**src/rtl/multicycle_controller.sv**
```systemverilog
// Sequencing FSM for the multi-cycle MIPS datapath: walks each instruction through
// FETCH/DECODE/EXEC/MEM/WB and drives per-cycle write enables and mux selects.
module multicycle_controller #(
    parameter int unsigned STATE_W = 3,
    parameter int unsigned CNT_W   = 32
) (
    input  logic               clk,
    input  logic               reset,
    input  logic [31:0]        Instr,
    input  logic               Zero,
    output logic               PC_WEnable,
    output logic               IR_WEnable,
    output logic               GRF_WEnable,
    output logic               DM_WEnable,
    output logic [1:0]         IFUCG_Mode,
    output logic [1:0]         EXT_Mode,
    output logic [3:0]         ALU_Operation,
    output logic [1:0]         DM_Mode,
    output logic [1:0]         MUX_ALUOp2_Sel,
    output logic [1:0]         MUX_RegWAddr_Sel,
    output logic [1:0]         MUX_RegWData_Sel,
    output logic [STATE_W-1:0] State,
    output logic               InstrDone,
    output logic [CNT_W-1:0]   InstrCount
);

    typedef enum logic [2:0] {
        StFetch  = 3'd0,
        StDecode = 3'd1,
        StExec   = 3'd2,
        StMem    = 3'd3,
        StWb     = 3'd4
    } state_e;

    state_e           state_q, state_d;
    logic [CNT_W-1:0] count_q;

    logic [5:0] opcode, funct;
    logic       r_type, is_addu, is_subu, is_ori, is_lui, is_lw, is_sw;
    logic       is_beq, is_j, is_jal, is_jr, has_wb, in_instr;
    logic       unused_instr;

    assign opcode       = Instr[31:26];
    assign funct        = Instr[5:0];
    assign unused_instr = ^Instr[25:6];

    assign r_type  = (opcode == 6'h00);
    assign is_addu = r_type && (funct == 6'h21);
    assign is_subu = r_type && (funct == 6'h23);
    assign is_jr   = r_type && (funct == 6'h08);
    assign is_ori  = (opcode == 6'h0D);
    assign is_lui  = (opcode == 6'h0F);
    assign is_lw   = (opcode == 6'h23);
    assign is_sw   = (opcode == 6'h2B);
    assign is_beq  = (opcode == 6'h04);
    assign is_j    = (opcode == 6'h02);
    assign is_jal  = (opcode == 6'h03);
    assign has_wb  = is_addu | is_subu | is_ori | is_lui;

    always_ff @(posedge clk or negedge reset) begin
        if (!reset) begin
            state_q <= StFetch;
        end else begin
            state_q <= state_d;
        end
    end

    // Any path not explicitly continued falls back to FETCH, which also covers codes 5-7.
    always_comb begin
        state_d = StFetch;
        case (state_q)
            StFetch:  state_d = StDecode;
            StDecode: if (has_wb || is_lw || is_sw || is_beq) state_d = StExec;
            StExec: begin
                if (is_lw || is_sw) state_d = StMem;
                else if (has_wb)    state_d = StWb;
            end
            StMem:    if (is_lw) state_d = StWb;
            default:  state_d = StFetch;
        endcase
    end

    assign in_instr = reset && (state_q == StDecode || state_q == StExec ||
                                state_q == StMem || state_q == StWb);

    always_comb begin
        PC_WEnable       = 1'b0;
        IR_WEnable       = 1'b0;
        GRF_WEnable      = 1'b0;
        DM_WEnable       = 1'b0;
        IFUCG_Mode       = 2'd0;
        EXT_Mode         = 2'd0;
        ALU_Operation    = 4'd0;
        DM_Mode          = 2'd0;
        MUX_ALUOp2_Sel   = 2'd0;
        MUX_RegWAddr_Sel = 2'd0;
        MUX_RegWData_Sel = 2'd0;
        InstrDone        = 1'b0;
        if (reset) begin
            case (state_q)
                StFetch: begin
                    IR_WEnable = 1'b1;
                    PC_WEnable = 1'b1;
                end
                StDecode: begin
                    PC_WEnable  = is_j | is_jal | is_jr;
                    GRF_WEnable = is_jal;
                end
                StExec:  PC_WEnable  = is_beq & Zero;
                StMem:   DM_WEnable  = is_sw;
                StWb:    GRF_WEnable = has_wb | is_lw;
                default: ;
            endcase
        end
        // Selects carry their decoded value for the whole instruction after FETCH.
        if (in_instr) begin
            if (is_beq)             IFUCG_Mode = 2'd1;
            else if (is_j | is_jal) IFUCG_Mode = 2'd2;
            else if (is_jr)         IFUCG_Mode = 2'd3;
            if (is_lw | is_sw)      EXT_Mode = 2'd1;
            else if (is_lui)        EXT_Mode = 2'd2;
            if (is_subu | is_beq)   ALU_Operation = 4'd1;
            else if (is_ori)        ALU_Operation = 4'd2;
            if (is_ori | is_lui | is_lw | is_sw) MUX_ALUOp2_Sel = 2'd1;
            if (is_addu | is_subu)  MUX_RegWAddr_Sel = 2'd1;
            else if (is_jal)        MUX_RegWAddr_Sel = 2'd2;
            if (is_lw)              MUX_RegWData_Sel = 2'd1;
            else if (is_jal)        MUX_RegWData_Sel = 2'd2;
            InstrDone = (state_d == StFetch);
        end
    end

    always_ff @(posedge clk or negedge reset) begin
        if (!reset) begin
            count_q <= '0;
        end else if (InstrDone) begin
            count_q <= count_q + CNT_W'(1);
        end
    end

    assign State      = STATE_W'(state_q);
    assign InstrCount = count_q;

endmodule

```
**config.mk**
```make
export PLATFORM = sky130hd
export DESIGN_NAME = multicycle_controller
export DESIGN_NICKNAME = d
export VERILOG_FILES = /design/src/rtl/multicycle_controller.sv
export SDC_FILE = /design/constraint.sdc
export NUM_CORES = 1
export LEC_CHECK = 0
export ABC_AREA = 1
export BUFFER_PORTS_ARGS = -buffer_cell sky130_fd_sc_hd__buf_2
export CAP_MARGIN = 10
export CORE_MARGIN = 2
export CORE_UTILIZATION = 46
export CTS_CLUSTER_SIZE = 8
export DETAILED_ROUTE_END_ITERATION = 10
export GPL_TIMING_DRIVEN = 0
export PLACE_DENSITY = 0.73
export SLEW_MARGIN = 20
export SYNTH_ARGS = -nofsm -noshare
export SYNTH_HDL_FRONTEND = slang
export SYNTH_SLANG_ARGS = --single-unit
```
**constraint.sdc**
```tcl
create_clock -name clk -period 1.5 [get_ports clk]
set_input_delay 0.225 -clock clk [delete_from_list [all_inputs] [get_ports clk]]
set_output_delay 0.225 -clock clk [all_outputs]
set_load 0.01 [all_outputs]
```
==> summary.txt <==
Status
  – Result of the run: finished with violations
  – Violated checks: setup timing

Floorplanning
  – Die width: 80.55 microns
  – Die Area: 6488 sq um
  – Effective utilization at floorplan: 48.35%
  – Die height: 80.55 microns
  – Placeable core region: 5574 sq um
  – Top-level I/O count: 91
  – Number of standard-cell rows in the floorplan: 27

Worst setup path
  – Largest driver fanout on the critical path: 4
  – Critical Path End Type: primary output
  – CP required: 1270 ps
  – Arr. time, crit path: 1710 ps
  – Category of the worst setup path launch point: flip-flop
  – Crit Path Class: reg2out

Cells and area
  – Post-route cell area: 4023 sq um
  – Number of fillers in the final layout: 474
  – Layout Cells excl Fill: 610
  – P&R area growth vs syn: 49.26%
  – # diodes: 0
  – Fraction of layout instances using a drive strength above 1: 37.73%
  – NumNets Final: 573

Yosys
  – Cell types with the largest area share after synthesis: sky130_fd_sc_hd__dfrtp_1 (32%), sky130_fd_sc_hd__nand2_1 (22%), sky130_fd_sc_hd__nand3_1 (9.1%)
  – Number of warnings reported in the yosys synthesis log: 0
  – Most frequent cell after synthesis: sky130_fd_sc_hd__nand2_1
  – Cell type with the highest aggregate area in the netlist: sky130_fd_sc_hd__dfrtp_1
  – Post-synth top area share: 32.50%
  – Summed instance area of the synthesized netlist: 2695 sq um
  – Number of flip-flops and latches in the synthesized netlist: 35
  – Number of enable-type register cells in the synthesized netlist: 0
  – Fraction of registers with async set or reset after synthesis: 100.0%
  – Synthesized netlist cell count: 424
  – Avg Cell Area, Syn: 6.356 sq um
  – Most frequent cells after synthesis: sky130_fd_sc_hd__nand2_1 (161), sky130_fd_sc_hd__nor2_1 (59), sky130_fd_sc_hd__nand3_1 (49)
  – Count of distinct cell types in the synthesized netlist: 25
  – Share of synthesized area occupied by flip-flops and latches: 32.50%
  – Most used flip-flop cell after synthesis: sky130_fd_sc_hd__dfrtp_1

Drt
  – Highest metal used: met4
  – Detail Route Antenna Nets: 0
  – Wirelength, routed: 9040 microns
  – Routed via count: 3273
  – Routed length on met1: 3674 microns
  – Average wire per standard cell: 14.82 microns
  – Met3 WL post-DR: 685 microns
  – DRC marker count from the first detailed-route iteration: 230
  – Number of search-and-repair iterations in the first detailed-routing pass: 5
  – Detailed route wirelength on metal2: 4567 microns
  – Drt drc: 0
  – Vias per cell: 5.366

Place
  – Dpl cell area: 3184 sq um
  – Placed wire-length estimate: 5604 microns
  – Inst Count DP: 565
  – Final GP Congestion: 0.8959
  – Port bufs: 65
  – Placement-stage worst setup slack: -1015 ps

Flow run
  – Count of max-cap constraint violations: 0

Power and ir drop
  – Areal power density over the cells: 883.9 nW/um^2
  – Static power due to leakage: 2.092 nW
  – Maximum resistive drop on vdd: 612.6 uV

STA
  – Pins over their slew limit: 0
  – Setup Skew: 6.514 ps
  – Part of the cycle the worst path needs: 128.9%
  – Final hold violations: 0
  – Final setup violation count: 48
  – Final setup slack of the worst path: -434.1 ps
  – FMAX: 0.5170 GHz
  – Setup repair after global routing missed its margin: yes
  – Final Critical Period: 1934 ps

Global route
  – GRT Util Overall: 26.06%
  – Largest net degree at the start of global routing: 36
  – Initial antenna violation count: 0
  – GR Overflow Total: 0
  – Global-route wire length before repair: 13170 microns
  – Via count of the first global-routing pass: 2850

Worst hold path
  – Worst hold-check path type: in2reg

Clocking
  – CTS tree: done
  – Source-to-sink clock delay at the later pin of the worst-skew pair: 290 ps
  – Clock transition at the registers of the reported paths: 70 ps
  – Number of buffers added by the clock tree synthesis step: 5
  – Maximum level of the CTS H-tree: 2
  – Sink Count: 35
  – Clock root buffer master: sky130_fd_sc_hd__clkbuf_8
  – Maximum buffer depth of the clock tree: 2
[sequential cells by signal (all words and copies together) (netlist names)]
signal      cells
State           3
InstrCount     32
[path summary, 6_finish.rpt]
| path | start | to | slack (ps) | cells past startpoint |
|---|---|---|---|---|
| max in group asynchronous | reset | State[2] | 710 | 4 |
| min in group asynchronous | reset | InstrCount[19] | 580 | 4 |
| min | Instr[30] | State[2] | 330 | 4 |
| min reg2reg | InstrCount[27] | InstrCount[27] | 540 | 2 |
| max | State[2] | InstrDone | -430 | 10 |
| max reg2reg | State[2] | InstrCount[25] | -360 | 13 |
[report_power, final]
part	leakage (nW)	switching [W]	internal [W]
sequential	0.475	0.0000886	0.00101
clock	0.0412	0.000357	0.000324
combinational	1.58	0.000873	0.000901
[logic make-up after synthesis]
| kind of cell | synth area share, % |
|---|---|
| buf+inv | 10.03 |
| flops | 32.50 |
| fa+ha+maj | 0.4642 |
| other cells | 0.1391 |
| xor+xnor | 5.850 |
| compound gates | 2.136 |
| simple gates | 48.89 |
[per-stage QoR]
stage	power, W	setup TNS [ps]	hold WS [ps]	utilization (%)
final	0.003556	-14830	329.9	72.17
after global routing	0.003711	-17950	361.6	72.17
after CTS	0.002994	-10040	328.0	64.40
after detailed placement	0.001963	-38050	361.7	57.13
after global placement	0.001944	-36020	350.1	57.13
after floorplan	0.001681	-4392	-70.59	-
[area by class of cell]
cell class	instances	area (sq um)	area share, %
plain buffers	14	157.7	3.919
well taps	72	90.09	2.240
repair buffers	102	809.5	20.12
inverters	41	168.9	4.199
clock inverters	2	12.51	0.3110
flip-flops and latches	35	882.1	21.93
clock buffers	6	72.57	1.804
multi-input cells	338	1829	45.47
[critical path, stage by stage (launching register included)]
cell	delay, ps
sky130_fd_sc_hd__dfrtp_2	420
sky130_fd_sc_hd__buf_6	120
sky130_fd_sc_hd__nor2_4	40
sky130_fd_sc_hd__nor3_4	210
sky130_fd_sc_hd__buf_6	140
sky130_fd_sc_hd__nand3_4	60
sky130_fd_sc_hd__nor2_4	120
sky130_fd_sc_hd__nand2_4	60
sky130_fd_sc_hd__buf_8	130
sky130_fd_sc_hd__inv_4	40
sky130_fd_sc_hd__buf_6	80
[routing by layer]
layer	vias up	GRT usage [%]
met5	-	0
met4	0	6.441
met3	15	3.933
met2	163	44.08
met1	1530	34.86
li1	1565	-
[cell usage in the layout, fill, tap and decap left out, types with 2 or more instances in the layout]
cell type	instances
sky130_fd_sc_hd__inv_2	7
sky130_fd_sc_hd__nor2_1	50
sky130_fd_sc_hd__buf_12	3
sky130_fd_sc_hd__nand4_1	5
sky130_fd_sc_hd__nand2_2	26
sky130_fd_sc_hd__buf_2	63
sky130_fd_sc_hd__a21oi_1	2
sky130_fd_sc_hd__xnor2_1	6
sky130_fd_sc_hd__nor4_2	2
sky130_fd_sc_hd__nand3_2	8
sky130_fd_sc_hd__nor2_4	6
sky130_fd_sc_hd__xor2_1	12
sky130_fd_sc_hd__nor3_1	6
sky130_fd_sc_hd__inv_1	32
sky130_fd_sc_hd__buf_6	9
sky130_fd_sc_hd__clkbuf_8	5
sky130_fd_sc_hd__nand2_4	4
sky130_fd_sc_hd__buf_4	24
sky130_fd_sc_hd__nand3b_1	8
sky130_fd_sc_hd__dfrtp_1	30
sky130_fd_sc_hd__dfrtp_2	5
sky130_fd_sc_hd__nor4_4	3
sky130_fd_sc_hd__a21oi_2	3
sky130_fd_sc_hd__nand3_1	42
sky130_fd_sc_hd__nor2_2	9
sky130_fd_sc_hd__nand2_1	132
sky130_fd_sc_hd__conb_1	5
sky130_fd_sc_hd__buf_8	10
sky130_fd_sc_hd__nor3_2	2
sky130_fd_sc_hd__clkbuf_16	6
sky130_fd_sc_hd__o21ai_0	2
[timing repair]
action,4_1_cts,5_1_grt
buffers inserted,18,11
pin swaps,8,15
cloned,0,6
gates resized for setup,39,65
hold buffers,3,0
endpoints found under the hold margin,35,0
setup endpoints to repair,49,49
Note: power is estimated with default switching activity, not from simulation.
